File: src/rtl/add4_pkg.sv
// add4_pkg: shared types and constants for the nibble-serial adder sequencer.
package add4_pkg;

  // Width of the single adder slice that the sequencer time-shares.
  localparam int NIBBLE_W = 4;

  // Sequencer control states.
  typedef enum logic [1:0] {
    IDLE = 2'd0,
    RUN  = 2'd1,
    DONE = 2'd2
  } add4_seq_state_t;

endpackage : add4_pkg

File: src/rtl/add4_slice.sv
// add4_slice: purely combinational 4-bit ripple-carry adder slice.
// Besides the carry out of the top bit it exposes the carry into the top bit
// (c3), so a signed overflow flag can be formed as c3 ^ cout on the MSB slice.
module add4_slice
  import add4_pkg::*;
(
  input  logic [NIBBLE_W-1:0] a,
  input  logic [NIBBLE_W-1:0] b,
  input  logic                cin,
  output logic [NIBBLE_W-1:0] sum,
  output logic                cout,
  output logic                c3
);

  logic [NIBBLE_W:0] carry;

  // Bit-level ripple: carry[i] is the carry into bit i.
  always_comb begin
    carry    = '0;
    sum      = '0;
    carry[0] = cin;
    for (int i = 0; i < NIBBLE_W; i++) begin
      sum[i]       = a[i] ^ b[i] ^ carry[i];
      carry[i + 1] = (a[i] & b[i]) | (carry[i] & (a[i] ^ b[i]));
    end
  end

  assign cout = carry[NIBBLE_W];
  assign c3   = carry[NIBBLE_W-1];

endmodule : add4_slice

File: src/rtl/add4_sequencer.sv
// add4_sequencer: adds two 4*NIBBLES-bit operands one nibble per clock,
// LSB first, through a single shared add4_slice with the slice carry-out fed
// back as the next carry-in.
//
// Optional feature: define ADD4_SEQ_OVF_EN to add the signed overflow output
// `ovf`. Without it the port and its logic are absent.
//
// state | meaning
// ------+-----------------------------------------------------------------
// IDLE  | no operation in flight; waiting for start
// RUN   | processing nibble idx_q, one nibble per clock edge
// DONE  | result valid for exactly this cycle; start here chains the next op
//
// `sum` is updated nibble by nibble during RUN, so it is only meaningful while
// `done` is high or afterwards while `busy` is low.
module add4_sequencer
  import add4_pkg::*;
#(
  parameter int NIBBLES = 4
) (
  input  logic                          clk,
  input  logic                          rst,
  input  logic                          start,
  input  logic [NIBBLE_W*NIBBLES-1:0]   a,
  input  logic [NIBBLE_W*NIBBLES-1:0]   b,
  input  logic                          cin,
  output logic                          busy,
  output logic                          done,
  output logic [NIBBLE_W*NIBBLES-1:0]   sum,
  output logic                          cout
`ifdef ADD4_SEQ_OVF_EN
  ,
  output logic                          ovf
`endif
);

  localparam int W     = NIBBLE_W * NIBBLES;
  localparam int IDX_W = $clog2(NIBBLES);
  localparam logic [IDX_W-1:0] IDX_LAST = IDX_W'(NIBBLES - 1);

  add4_seq_state_t state_q, state_d;

  logic             busy_q, busy_d;
  logic             done_q, done_d;

  logic [W-1:0]     a_q;
  logic [W-1:0]     b_q;
  logic [W-1:0]     sum_q;
  logic             carry_q;
  logic             cout_q;
  logic [IDX_W-1:0] idx_q;

  logic                start_ok;
  logic                last_nibble;
  logic [IDX_W+1:0]    bit_base;
  logic [NIBBLE_W-1:0] slice_a;
  logic [NIBBLE_W-1:0] slice_b;
  logic [NIBBLE_W-1:0] slice_sum;
  logic                slice_cout;

  // start is only honoured when no operation is in flight.
  assign start_ok    = start && ((state_q == IDLE) || (state_q == DONE));
  assign last_nibble = (state_q == RUN) && (idx_q == IDX_LAST);

  // Bit offset of the current nibble inside the operand words.
  assign bit_base = {idx_q, 2'b00};
  assign slice_a  = a_q[bit_base +: NIBBLE_W];
  assign slice_b  = b_q[bit_base +: NIBBLE_W];

`ifdef ADD4_SEQ_OVF_EN
  logic slice_c3;
  logic ovf_q;

  add4_slice u_slice (
    .a    (slice_a),
    .b    (slice_b),
    .cin  (carry_q),
    .sum  (slice_sum),
    .cout (slice_cout),
    .c3   (slice_c3)
  );
`else
  logic slice_c3_unused;

  add4_slice u_slice (
    .a    (slice_a),
    .b    (slice_b),
    .cin  (carry_q),
    .sum  (slice_sum),
    .cout (slice_cout),
    .c3   (slice_c3_unused)
  );
`endif

  // State register.
  always_ff @(posedge clk or posedge rst) begin
    if (rst) begin
      state_q <= IDLE;
    end else begin
      state_q <= state_d;
    end
  end

  // Next-state logic.
  always_comb begin
    state_d = state_q;
    unique case (state_q)
      IDLE: begin
        if (start) begin
          state_d = RUN;
        end
      end
      RUN: begin
        if (last_nibble) begin
          state_d = DONE;
        end
      end
      DONE: begin
        state_d = start ? RUN : IDLE;
      end
      default: begin
        state_d = IDLE;
      end
    endcase
  end

  // Status outputs decoded from the next state so they can be registered.
  always_comb begin
    busy_d = 1'b0;
    done_d = 1'b0;
    unique case (state_d)
      RUN:     busy_d = 1'b1;
      DONE:    done_d = 1'b1;
      default: begin
        busy_d = 1'b0;
        done_d = 1'b0;
      end
    endcase
  end

  // Status output registers.
  always_ff @(posedge clk or posedge rst) begin
    if (rst) begin
      busy_q <= 1'b0;
      done_q <= 1'b0;
    end else begin
      busy_q <= busy_d;
      done_q <= done_d;
    end
  end

  // Operand capture, nibble stepping, carry chaining and result delivery.
  always_ff @(posedge clk or posedge rst) begin
    if (rst) begin
      a_q     <= '0;
      b_q     <= '0;
      sum_q   <= '0;
      carry_q <= 1'b0;
      cout_q  <= 1'b0;
      idx_q   <= '0;
    end else if (start_ok) begin
      a_q     <= a;
      b_q     <= b;
      sum_q   <= '0;
      carry_q <= cin;
      cout_q  <= 1'b0;
      idx_q   <= '0;
    end else if (state_q == RUN) begin
      sum_q[bit_base +: NIBBLE_W] <= slice_sum;
      carry_q                     <= slice_cout;
      idx_q                       <= idx_q + 1'b1;
      if (last_nibble) begin
        cout_q <= slice_cout;
      end
    end
  end

`ifdef ADD4_SEQ_OVF_EN
  // Signed overflow: carry into the MSB differs from carry out of the MSB.
  always_ff @(posedge clk or posedge rst) begin
    if (rst) begin
      ovf_q <= 1'b0;
    end else if (start_ok) begin
      ovf_q <= 1'b0;
    end else if (last_nibble) begin
      ovf_q <= slice_c3 ^ slice_cout;
    end
  end

  assign ovf = ovf_q;
`endif

  assign busy = busy_q;
  assign done = done_q;
  assign sum  = sum_q;
  assign cout = cout_q;

endmodule : add4_sequencer

File: config.mk
export PLATFORM = sky130hd
export DESIGN_NAME = add4_sequencer
export DESIGN_NICKNAME = d
export VERILOG_FILES = /design/src/rtl/add4_pkg.sv /design/src/rtl/add4_slice.sv /design/src/rtl/add4_sequencer.sv
export SDC_FILE = /design/constraint.sdc
export NUM_CORES = 1
export LEC_CHECK = 0
export ABC_CLOCK_PERIOD_IN_PS = 5900
export CAP_MARGIN = 25
export CORE_ASPECT_RATIO = 0.75
export CORE_MARGIN = 8
export CORE_UTILIZATION = 55
export CTS_BUF_LIST = sky130_fd_sc_hd__clkbuf_8
export DETAILED_ROUTE_END_ITERATION = 7
export PLACE_DENSITY_LB_ADDON = 0.12
export SYNTH_ARGS = -nofsm -noshare
export SYNTH_HDL_FRONTEND = slang
export SYNTH_SLANG_ARGS = --single-unit
File: constraint.sdc
create_clock -name clk -period 5.9 [get_ports clk]
set_input_delay 1.18 -clock clk [delete_from_list [all_inputs] [get_ports clk]]
set_output_delay 1.18 -clock clk [all_outputs]
set_load 0.05 [all_outputs]
# Yosys cells after proc, flatten, opt, wreduce, memory -nomap -nowiden
# Cells that the tools add are included.
# classes
addsub,2
multipliers,0
div,0
order_cmp,0
eq_ne,5
shift,4
mux,16
bitwise,20
reduce_logical,7
# op_table
op,count
$mux 16,2
$shiftx 16x5->4,2
$bwmux 16,1
$shift 4x6->16 const A,1
$shiftx 4x6->16,1
$and 1x1->1,8
$mux 1,8
$mux 2,4
$xor 1x1->1,8
$eq 2x2->1 const B,3
$neg 4->6,1
$pmux 2 s3,1
$eq 2x1->1 const B,2
$or 1x1->1,4
$reduce_bool 2->1,2
$add 2x1->2 const B,1
$logic_and 1x1->1,2
$logic_not 2->1,1
$reduce_and 2->1,1
$logic_or 1x1->1,1
# totals
regBits,56
latch_bits,0
ram_bits,0
rom_bits,0
inputBits,36
out_inout_bits,19
elab_cells,63
n_memories,0

# Depth between registers and ports, before layout
# Gate-level depths: netlist (run 1).
# logic_depth
ltp_word,13
mapped_depth,12
depth_no_buf,11

# Cells and area by module
# Synthesis (run 1) repeated with hierarchy kept, for this count alone.
# hier_totals
cells_unflattened,241
hier_area_um2,2541.2
# modules_own_cells
mod,n_inst,cells_per_inst,area_each_um2,seq_area_each_um2
add4_sequencer,1,229,2431.1,1401.3
add4_slice,1,12,110.1,0.0

# Least setup slack after synthesis (run 1)
# OpenSTA, ideal clock, no wires.
# synth_path
kind,reg2reg
from,register idx_q[1]
to,"register sum_q[3], in the netlist sum[3]"
setup_ns,0.121
arrival_ns,2.630
t_required_ns,5.779
setup_slack_ns,3.149
path_stages_with_launch,12
n_path_buf,1
synth_period_minus_slack_ns,2.751
cell_sequence,dfrtp_1 buf_2 mux4_2 inv_1 fa_1 inv_1 fa_1 inv_1 fa_1 inv_1 fa_1 a22o_1
# synth_via
elab_chain_len,13
elab_cells_between_ends,25
classes_between,add/sub (1); shift (4); mux (3); bitwise (17)
# synth_lines
element,line_no,text
start: declaration,add4_sequencer.sv:51,logic [IDX_W-1:0] idx_q;
start signal: assignment,add4_sequencer.sv:171,idx_q <= idx_q + 1'b1;
"$shiftx 16x5->4, on equally long branches","add4_sequencer.sv:67, add4_sequencer.sv:68",
$xor 1x1->1,"add4_slice.sv:23, add4_slice.sv:24",
$and 1x1->1,add4_slice.sv:24,carry[i + 1] = (a[i] & b[i]) | (carry[i] & (a[i] ^ b[i]));
$or 1x1->1,add4_slice.sv:24,
$and 1x1->1,add4_slice.sv:24,
$or 1x1->1,add4_slice.sv:24,
$and 1x1->1,add4_slice.sv:24,
$or 1x1->1,add4_slice.sv:24,
$xor 1x1->1,add4_slice.sv:23,sum[i] = a[i] ^ b[i] ^ carry[i];
$shiftx 4x6->16,add4_sequencer.sv:169,sum_q[bit_base +: NIBBLE_W] <= slice_sum;
$bwmux 16 (*),add4_sequencer.sv:169,
$mux 16 (*),add4_sequencer.sv:168,end else if (state_q == RUN) begin
$mux 16 (*),add4_sequencer.sv:161,end else if (start_ok) begin
end signal: indexed assignment,add4_sequencer.sv:169,
end: declaration,add4_sequencer.sv:48,logic [W-1:0] sum_q;
# Mark *: on every way between the ends. The rest lies on a longest branch, timed or not. The select of a mux whose other input is x is not followed.
# A chain may end at the register's enable or synchronous reset.

# Worst setup path after layout (run 1)
# layout_path
from,register idx_q[0]
to,"register sum_q[15], in the netlist sum[15]"
# The elaborated chain is that of the path after synthesis.

==> results of run 1 <==
[registers in the layout, indices dropped and copies added (netlist names)]
| register | flops |
|---|---|
| busy | 1 |
| a_q | 16 |
| carry_q | 1 |
| state_q | 2 |
| sum | 16 |
| idx_q | 2 |
| cout | 1 |
| done | 1 |
| b_q | 16 |
[layout by cell type (no fill, tap or decap), drive strengths merged, types with 2 or more instances in the layout]
cell | synthesis | routed
nand2 | 100 | 100
dfrtp | 56 | 56
clkdlybuf4s50 | 0 | 54
inv | 12 | 13
mux4 | 8 | 8
a22o | 7 | 7
nand3 | 7 | 7
o2bb2ai | 6 | 6
clkbuf | 3 | 6
ha | 5 | 5
o21ai | 5 | 5
fa | 4 | 4
a21oi | 4 | 4
o31ai | 3 | 3
buf | 8 | 3
nand2b | 2 | 2
and2 | 2 | 2
nor3b | 2 | 2
nor2b | 2 | 2
[per-stage QoR]
stage | power [W] | utilization (%) | worst slack (ns) | std cells
floorplan | 0.00136 | - | 3.15 | 246
global placement | 0.00164 | 70.0 | 2.72 | 349
detailed placement | 0.00167 | 70.0 | 2.62 | 349
CTS | 0.00188 | 72.1 | 2.62 | 357
global route | 0.00201 | 72.1 | 2.39 | 357
finish | 0.00187 | 72.1 | 2.65 | 357
[layout make-up]
cell class / count / share of cell area, %
flip-flops and latches: 56 / 43.5
multi-input cells: 167 / 32.5
inverters: 12 / 1.40
clock inverters: 2 / 0.350
repair buffers: 57 / 17.5
well taps: 57 / 2.21
clock buffers: 6 / 2.56
[critical path: cells and delay by family (launching register included)]
kind | cells | cell delay [ns]
buf+inv | 4 | 0.27
fa+ha+maj | 4 | 1.22
flops | 1 | 0.84
mux | 1 | 0.58
compound gates | 1 | 0.24
[power groups by stage]
stage / Sequential (W) / Clock, W / Combinational, W
2_1_floorplan: 0.000765 / 0 / 0.000591
3_3_place_gp: 0.000676 / 0 / 0.000969
3_5_place_dp: 0.000680 / 0 / 0.000993
4_1_cts: 0.000674 / 0.000217 / 0.000993
5_1_grt: 0.000699 / 0.000233 / 0.00108
6_report: 0.000672 / 0.000214 / 0.000983
[metal layers]
layer  vias to the layer above  track usage, %
li1                        913               -
met1                       909            22.1
met2                        48            25.1
met3                        11            3.78
met4                         0            5.34
met5                         -               0
[cells by family after synthesis]
kind of cell | Yosys count
compound gates | 26
xor+xnor | 1
fa+ha+maj | 9
buf+inv | 23
flops | 56
mux | 8
simple gates | 123
[final timing paths]
kind	from	depth (start not counted)	end	slack [ns]
max in group asynchronous	rst	3	a_q[3]	4.07
worst max-delay path	idx_q[0]	10	sum[15]	2.65
worst min-delay path	b_q[13]	2	b_q[13]	0.47
worst max register to register	idx_q[0]	10	sum[15]	2.65
min in group asynchronous	rst	3	a_q[6]	1.37
worst min register to register	b_q[13]	2	b_q[13]	0.47
==> results.md, run 1 <==
- Final max-slew violation count: 0
- Sequential area share after synthesis: 55.1%
- Post-synthesis async set-or-reset flop share: 100%
- Area grow syn2layout: 26.7%
- Post-CTS Hold Buffers: 0
- Total of endpoints with negative setup slack in the final report: 0
- Switching fraction of total power: 44.6%
- Area of the die: 7070 um^2
- Row count: 21
- Detailed Place HPWL: 3.98 mm
- Via total after detailed routing: 1881
- Tightest slew margin relative to the limit: 50.3%
- Clock sink count: 56
- Tightest Hold Check Type: register to register
- Met2 wirelength from detailed routing: 2.42 mm
- Cells after synthesis: 246
- Status: finished clean
- Unrepaired setup endpoints after global routing: false
- Simple-gate portion of the synthesized area: 20.3%
- Vert. Die Dim: 74.9 um
- Via count of the first global-routing pass: 1923
- Initial cell density of the core: 56.9%
- Max-capacitance violation count: 0
- Via density per instance: 5.27
- Final worst path period share: 55.1%
- Critical-path cell with the highest stage delay: dfrtp_1
- Top cells by area in the synthesized netlist: dfrtp_1 55%, nand2_1 15%, mux4_2 7.1%
- Netlist cell types: 33
- Clock root buffer master: clkbuf_8
- Minimum clock period after layout: 3.25 ns
- Largest net degree at the start of global routing: 57
- Data required time of the worst path: 6.10 ns
- Final Hold Slack: 0.475 ns
- Slowest Stage Delay on Critical Path: 0.84 ns
- WL met1: 2.52 mm
- List of most frequent post-synthesis cells: 100 x nand2_1, 56 x dfrtp_1, 11 x inv_1, 8 x mux4_2
- Wire length of the first global-routing pass: 9.05 mm
- Endpoint class of the critical path: register
- Most used standard cell by instance count after synthesis: nand2_1
- Mux share of post-synthesis cell area: 7.09%
- Combinational Power Share: 52.6%
- Weighted congestion at the end of routability-driven global placement: 0.804
- Width of the die: 94.5 um
- Longest Clk Path Bufs: 2
- Sequential group share of total power: 35.9%
- Adder-cell share of the synthesized area: 5.61%
- Number of antenna violations at the first check in global routing: 0
- Worst setup path class: register to register
- Worst endpoint data arrival time: 3.45 ns
- Part of the power in the clock network: 11.5%
- Xor-xnor portion of the synthesized cell area: 0.345%
- Final layout net count: 344
- Area used by sequential logic in the layout: 1400 um^2
- Total routed wirelength: 5.31 mm
- Area of the mapped netlist: 2540 um^2
- Top routing layer in use: met4
- I/O pin cnt: 55
- Worst VDD drop: 0.327 mV
- Buffers inserted during post-CTS setup optimization: 0
- Dominant combinational cell family by area after synthesis: simple AND/OR/NAND/NOR gates
- Remaining global-route overflow: 0
- Initial DRC Count: 70
- Layout cells sized above 1: 7.67%
- Pin slew with the least headroom to its limit: 0.746 ns
- Number of search-and-repair iterations in the first detailed-routing pass: 4
- Placement-stage cell area: 3130 um^2
- Cell type with the largest total area after synthesis: dfrtp_1
- Number of inserted filler cells in the final layout: 378
- CTS buffer count: 5
- Count of flip-flops with a built-in enable after synthesis: 0
- Most instantiated flip-flop cell in the synthesis netlist: dfrtp_1
- Std-Cell Core Area: 4470 um^2
- Worst clock skew on the final layout: 0.00986 ns
- Synthesized net count: 291
- Fin. Hold Viols: 0
- ANT nets after route: 0
- Number of instances resized during post-cts repair: 0
- Total of flip-flops plus latches after synthesis: 56
- Number of synthesis warnings: 0
- Clk_lat worst skew: 0.31 ns
- Total number of H-tree levels: 2
- Routed len/inst: 14.9 um
- Inserted Diodes: 0
- Cell area after layout: 3220 um^2
- Synthesized-area fraction occupied by ao, oa, aoi and oai cells: 7.68%
- Post-synth top area share: 55.1%
- Clk pin slew, worst setup/hold paths: 0.10 ns
- Setup TNS: 0 ns
- Overall routing resource usage: 16.2%
- DRC violation count after routing: 0
- Maximum fanout encountered on the critical timing path: 18
- Max Freq: 308 MHz
- IO Port Bufs: 54
- Met3 wirelength from detailed routing: 278 um
- Net Switching: 0.000834 W
- Cell chain of the critical path: mux4_2 > inv_1 > fa_1 > inv_1 > fa_1 > inv_1 > fa_1 > inv_1 > fa_1 > a22o_1
- Ratio of total power to cell area: 580 nW/um^2
- Leakage: 1.53 nW
- Combined area of the multi-input logic cells: 1050 um^2
- Nature of the critical path startpoint: register
- Avg Inst Size Synth: 10.3 um^2
- CTS tree: done
- Internal power consumption: 0.00104 W
Note: power is estimated with default switching activity, not from simulation.
==> run 2: changes to the inputs <==
--- a/config.mk
+++ b/config.mk
@@ -5,11 +5,11 @@
 export SDC_FILE = /design/constraint.sdc
 export NUM_CORES = 1
 export LEC_CHECK = 0
-export ABC_CLOCK_PERIOD_IN_PS = 5900
+export ABC_CLOCK_PERIOD_IN_PS = 3100
 export CAP_MARGIN = 25
 export CORE_ASPECT_RATIO = 0.75
 export CORE_MARGIN = 8
-export CORE_UTILIZATION = 55
+export CORE_UTILIZATION = 52
 export CTS_BUF_LIST = sky130_fd_sc_hd__clkbuf_8
 export DETAILED_ROUTE_END_ITERATION = 7
 export PLACE_DENSITY_LB_ADDON = 0.12
==> constraint.sdc (replaced) <==
create_clock -name clk -period 3.1 [get_ports clk]
set_input_delay 0.62 -clock clk [delete_from_list [all_inputs] [get_ports clk]]
set_output_delay 0.62 -clock clk [all_outputs]
set_load 0.05 [all_outputs]
==> results.md, run 2 (same netlist as run 1, synthesis figures left out) <==
- Status: finished clean
- CTS buffer count: 5 (unchanged)
- Longest Clk Path Bufs: 2 (unchanged)
- Layout cells sized above 1: 9.51% (+1.8 points)
- Post-Layout Cell Count: 365 (+2.2%)
- Worst endpoint data arrival time: 2.99 ns (-0.46 ns)
- Max-capacitance violation count: 0 (unchanged)
- Ratio of total power to cell area: 1120 nW/um^2 (+94%)
- DRC violation count after routing: 0 (unchanged)
- Number of search-and-repair iterations in the first detailed-routing pass: 4 (unchanged)
- Cell chain of the critical path: mux4_2 > inv_1 > fa_1 > inv_1 > fa_1 > inv_1 > fa_1 > inv_1 > fa_1 > a22o_1
- Worst clock skew on the final layout: 0.00567 ns (-0.00419 ns)
- Width of the die: 96.7 um (+2.4%)
- Cell area after layout: 3290 um^2 (+2.3%)
- Detailed Place HPWL: 3.96 mm (-0.48%)
- Worst VDD drop: 0.641 mV (+96%)
- Last element of the critical path: sum[3]
- Most common library cell in the layout ignoring fill and taps: nand2_1
- Kind of cell adding the most delay to the critical path: adder cells
- Max Freq: 358 MHz (+16%)
- Beginning of the worst register-to-register path: idx_q[1]
- Inserted Diodes: 0 (unchanged)
- Maximum fanout encountered on the critical timing path: 6 (-12)
- Worst setup path class: register to register
- Post-CTS Hold Buffers: 0 (unchanged)
- Nature of the critical path startpoint: register
- Area of the die: 7400 um^2 (+4.7%)
- Cell depth of the worst flop-to-flop path: 10 (unchanged)
- Register-to-register setup slack: 0.31 ns (-2.34 ns)
- Tightest slew margin relative to the limit: 54.5% (+4.3 points)
- Endpoint class of the critical path: register
- Tightest Hold Check Type: register to register
- Largest net degree at the start of global routing: 57 (unchanged)
- Final max-slew violation count: 0 (unchanged)
- Clock root buffer master: clkbuf_8
- Number of antenna violations at the first check in global routing: 0 (unchanged)
- Placement-stage cell area: 3170 um^2 (+1.3%)
- CTS tree: done
- Final worst path period share: 90.0% (+35 points)
- Clk pin slew, worst setup/hold paths: 0.10 ns (about the same)
- Initial DRC Count: 63 (-10%)
- Std-Cell Core Area: 4790 um^2 (+7.2%)
- Pin slew with the least headroom to its limit: 0.682 ns (-0.0639 ns)
- Data required time of the worst path: 3.30 ns (-2.80 ns)
- Combined area of the multi-input logic cells: 1050 um^2 (unchanged)
- IO Port Bufs: 54 (unchanged)
- I/O pin cnt: 55 (unchanged)
- Via count of the first global-routing pass: 1912 (-0.57%)
- Wire length of the first global-routing pass: 9.36 mm (+3.5%)
- Capturing point of the worst reg2reg path: sum[3]
- Fin. Hold Viols: 0 (unchanged)
- Via density per instance: 5.06 (-3.9%)
- Remaining global-route overflow: 0 (unchanged)
- Buf/Inv on CP: 4 (unchanged)
- Number of cells on the critical path: 10 (unchanged)
- Via total after detailed routing: 1848 (-1.8%)
- Setup TNS: 0 ns (unchanged)
- Buffers inserted during post-CTS setup optimization: 0 (unchanged)
- Slowest Stage Delay on Critical Path: 0.53 ns (-0.31 ns)
- Row count: 22 (+4.8%)
- Clk_lat worst skew: 0.31 ns (about the same)
- Leakage: 1.57 nW (+2.6%)
- Total routed wirelength: 5.40 mm (+1.6%)
- Overall routing resource usage: 15.3% (-0.88 points)
- Area grow syn2layout: 29.6%
- Total number of H-tree levels: 2 (unchanged)
- Clock sink count: 56 (unchanged)
- Area used by sequential logic in the layout: 1400 um^2 (unchanged)
- Critical-path cell with the highest stage delay: mux4_2
- Routed len/inst: 14.8 um (-0.61%)
- Total of endpoints with negative setup slack in the final report: 0 (unchanged)
- Initial cell density of the core: 53.1% (-3.8 points)
- Number of instances resized during post-cts repair: 0 (unchanged)
- Vert. Die Dim: 76.5 um (+2.2%)
- Instance count after placement with tap cells included: 357 (+2.3%)
- Unrepaired setup endpoints after global routing: false
- Most frequent cells in the layout: 100 x nand2_1, 56 x dfrtp_1, 54 x clkdlybuf4s50_1
- Design Power: 0.00370 W (+98%)
- Utilization after layout: 68.8% (-3.3 points)
- Start point of the critical path: idx_q[1]
- Weighted congestion at the end of routability-driven global placement: 0.774 (-3.8%)
- ANT nets after route: 0 (unchanged)
- Number of inserted filler cells in the final layout: 400 (+5.8%)
- Minimum clock period after layout: 2.79 ns (-0.459 ns)
- Final layout net count: 349 (+1.5%)
[run 2: where the power goes]
part           total (W)  switching (W)  internal [W]
logic            0.00195        0.00117      0.000787
clock network   0.000523       0.000237      0.000285
registers        0.00122       0.000186       0.00104
[run 2: final cells by class]
type,count,share of cell area [%]
inverters,12,1.37
flip-flops and latches,56,42.5
clock inverters,1,0.912
repair buffers,62,18.2
well taps,60,2.28
clock buffers,7,2.92
multi-input cells,167,31.8
[run 2: tightest hold or removal path, stage by stage, from the launching register on]
cell	delay, ns
dfrtp_1	0.35
nand2_1	0.05
nand2_1	0.06
[run 2: worst min path at each step]
stage	start	end	slack, ns	cells after the start
floorplan	a_q[10]	a_q[10]	0.44	2
global placement	b_q[3]	b_q[3]	0.46	2
detailed placement	b_q[12]	b_q[12]	0.46	2
CTS	a_q[13]	a_q[13]	0.49	2
global route	b_q[14]	b_q[14]	0.50	2
finish	b_q[1]	b_q[1]	0.48	2
[run 2: routing by layer]
metal / share of wire [%] / wire length (um) / GRT usage [%]
met1: 50 / 2720 / 21.4
met2: 41 / 2240 / 21.3
met3: 7.0 / 376 / 5.25
met4: 1.1 / 61 / 5.97
met5: 0 / 0 / 0
[run 2: stage by stage]
stage	worst slack, ns	hold slack, ns
global placement	0.380	0.458
finish	0.309	0.484
global route	0.145	0.499
CTS	0.293	0.486
detailed placement	0.311	0.464
floorplan	0.349	0.440
==> run 3: changes to the inputs <==
--- a/config.mk
+++ b/config.mk
@@ -5,7 +5,6 @@
 export SDC_FILE = /design/constraint.sdc
 export NUM_CORES = 1
 export LEC_CHECK = 0
-export ABC_CLOCK_PERIOD_IN_PS = 3100
 export CAP_MARGIN = 25
 export CORE_ASPECT_RATIO = 0.75
 export CORE_MARGIN = 8
@@ -13,6 +12,7 @@
 export CTS_BUF_LIST = sky130_fd_sc_hd__clkbuf_8
 export DETAILED_ROUTE_END_ITERATION = 7
 export PLACE_DENSITY_LB_ADDON = 0.12
+export REMOVE_ABC_BUFFERS = 1
 export SYNTH_ARGS = -nofsm -noshare
 export SYNTH_HDL_FRONTEND = slang
 export SYNTH_SLANG_ARGS = --single-unit
==> results.md, run 3 (same netlist as run 1, synthesis figures left out) <==
- Status: finished clean
- Wire length of the first global-routing pass: 9.96 mm (+6.3%)
- Via count of the first global-routing pass: 2083 (+8.9%)
- Tightest Hold Check Type: register to register
- Row count: 22 (unchanged)
- Minimum clock period after layout: 2.81 ns (+0.0166 ns)
- Initial cell density of the core: 53.1% (unchanged)
- Fin. Hold Viols: 0 (unchanged)
- Via density per instance: 5.19 (+2.4%)
- Most frequent cells in the layout: 100 x nand2_1, 56 x dfrtp_1, 54 x clkdlybuf4s50_1
- CTS tree: done
- Final setup margin: 0.293 ns (-0.0166 ns)
- Remaining global-route overflow: 0 (unchanged)
- Maximum fanout encountered on the critical timing path: 16 (+10)
- CTS buffer count: 5 (unchanged)
- Total number of H-tree levels: 2 (unchanged)
- Area grow syn2layout: 28.4%
- Leakage: 1.56 nW (-0.69%)
- IO Port Bufs: 54 (unchanged)
- Pin slew with the least headroom to its limit: 0.603 ns (-0.0786 ns)
- Buffers inserted during post-CTS setup optimization: 0 (unchanged)
- Layout cells sized above 1: 8.55% (-0.96 points)
- Via total after detailed routing: 1888 (+2.2%)
- I/O pin cnt: 55 (unchanged)
- Vert. Die Dim: 76.5 um (unchanged)
- Area of the die: 7400 um^2 (unchanged)
- Clock sink count: 56 (unchanged)
- Worst endpoint data arrival time: 3.00 ns (about the same)
- Max-capacitance violation count: 0 (unchanged)
- Number of search-and-repair iterations in the first detailed-routing pass: 4 (unchanged)
- Clock root buffer master: clkbuf_8
- Initial DRC Count: 68 (+7.9%)
- Final Hold Slack: 0.477 ns (-0.00671 ns)
- Worst setup path class: register to register
- Tightest slew margin relative to the limit: 59.8% (+5.2 points)
- Final max-slew violation count: 0 (unchanged)
- Weighted congestion at the end of routability-driven global placement: 0.758 (-2.0%)
- Routed len/inst: 14.7 um (-0.30%)
- Nature of the critical path startpoint: register
- Worst VDD drop: 0.760 mV (+18%)
- Total routed wirelength: 5.36 mm (-0.57%)
- Worst clock skew on the final layout: 0.00237 ns (-0.00330 ns)
- Ratio of total power to cell area: 1090 nW/um^2 (-3.2%)
- Unrepaired setup endpoints after global routing: false
- Width of the die: 96.7 um (unchanged)
- Number of inserted filler cells in the final layout: 400 (unchanged)
- Inserted Diodes: 0 (unchanged)
- Final layout net count: 348 (-0.29%)
- Number of antenna violations at the first check in global routing: 0 (unchanged)
- Std-Cell Core Area: 4790 um^2 (unchanged)
- Number of instances resized during post-cts repair: 0 (unchanged)
- Detailed Place HPWL: 4.05 mm (+2.2%)
- Post-CTS Hold Buffers: 0 (unchanged)
- Largest net degree at the start of global routing: 57 (unchanged)
- Max Freq: 356 MHz (-0.59%)
- Longest Clk Path Bufs: 2 (unchanged)
- Worst slack, placed: 0.298 ns (-0.0124 ns)
- Design Power: 0.00355 W (-4.1%)
- Final worst path period share: 90.6% (+0.54 points)
- Total of endpoints with negative setup slack in the final report: 0 (unchanged)
- Data required time of the worst path: 3.29 ns (about the same)
- Clk_lat worst skew: 0.30 ns (about the same)
- Overall routing resource usage: 16.1% (+0.75 points)
- ANT nets after route: 0 (unchanged)
- DRC violation count after routing: 0 (unchanged)
- Clk pin slew, worst setup/hold paths: 0.09 ns (about the same)
- Setup TNS: 0 ns (unchanged)
- Most common library cell in the layout ignoring fill and taps: nand2_1
- Endpoint class of the critical path: register
run 3: changes by cell type in the layout (fill, tap and decap cells not counted), sizes merged:
| cell | delta |
|---|---|
| bufinv | -1 |
| inv | +2 |
| clkbuf | -1 |
| buf | -1 |
run 3: worst paths after layout:
| check | end | slack [ns] | cells past startpoint | start |
|---|---|---|---|---|
| max | sum[3] | 0.29 | 8 | idx_q[0] |
| min | b_q[9] | 0.48 | 2 | b_q[9] |
| max reg2reg | sum[3] | 0.29 | 8 | idx_q[0] |
| min reg2reg | b_q[9] | 0.48 | 2 | b_q[9] |
| max in group asynchronous | idx_q[1] | 2.18 | 3 | rst |
| min in group asynchronous | carry_q | 0.67 | 3 | rst |
run 3: metal layers:
metal / track usage [%] / share of wire [%] / wire (um) / vias to the layer above
met5: 0 / 0 / 0 / -
met4: 4.13 / 0.75 / 40 / 0
met3: 4.35 / 4.5 / 242 / 5
met2: 24.9 / 47 / 2510 / 40
met1: 21.7 / 48 / 2570 / 917
li1: - / - / - / 926
run 3: final cells by class:
cell class,instances,area [um^2],share of cell area (%)
flip-flops and latches,56,1400,42.9
inverters,12,45.0,1.38
multi-input cells,167,1050,32.1
clock buffers,6,82.6,2.53
repair buffers,61,606,18.6
clock inverters,2,7.51,0.230
well taps,60,75.1,2.30
run 3: where the power goes:
part	total, W	switching (W)	internal (W)
registers	0.00121	0.000173	0.00104
clock network	0.000398	0.000222	0.000176
logic	0.00194	0.00116	0.000775
total	0.00355	0.00156	0.00199
run 3: stage by stage:
stage               utilization, %  cells  area [um^2]
finish                        68.1    364         3260
global route                  68.1    364         3260
CTS                           68.1    364         3260
detailed placement            66.2    356         3170
global placement              66.2    356         3170
floorplan                        -    235         2490
run 3: critical path, stage by stage, from the launching register on:
cell and delay, ns:
dfrtp_1 0.40, buf_4 0.27, mux4_2 0.55, fa_1 0.43
inv_1 0.07, fa_1 0.15, inv_1 0.05, fa_1 0.51
a22o_1 0.25
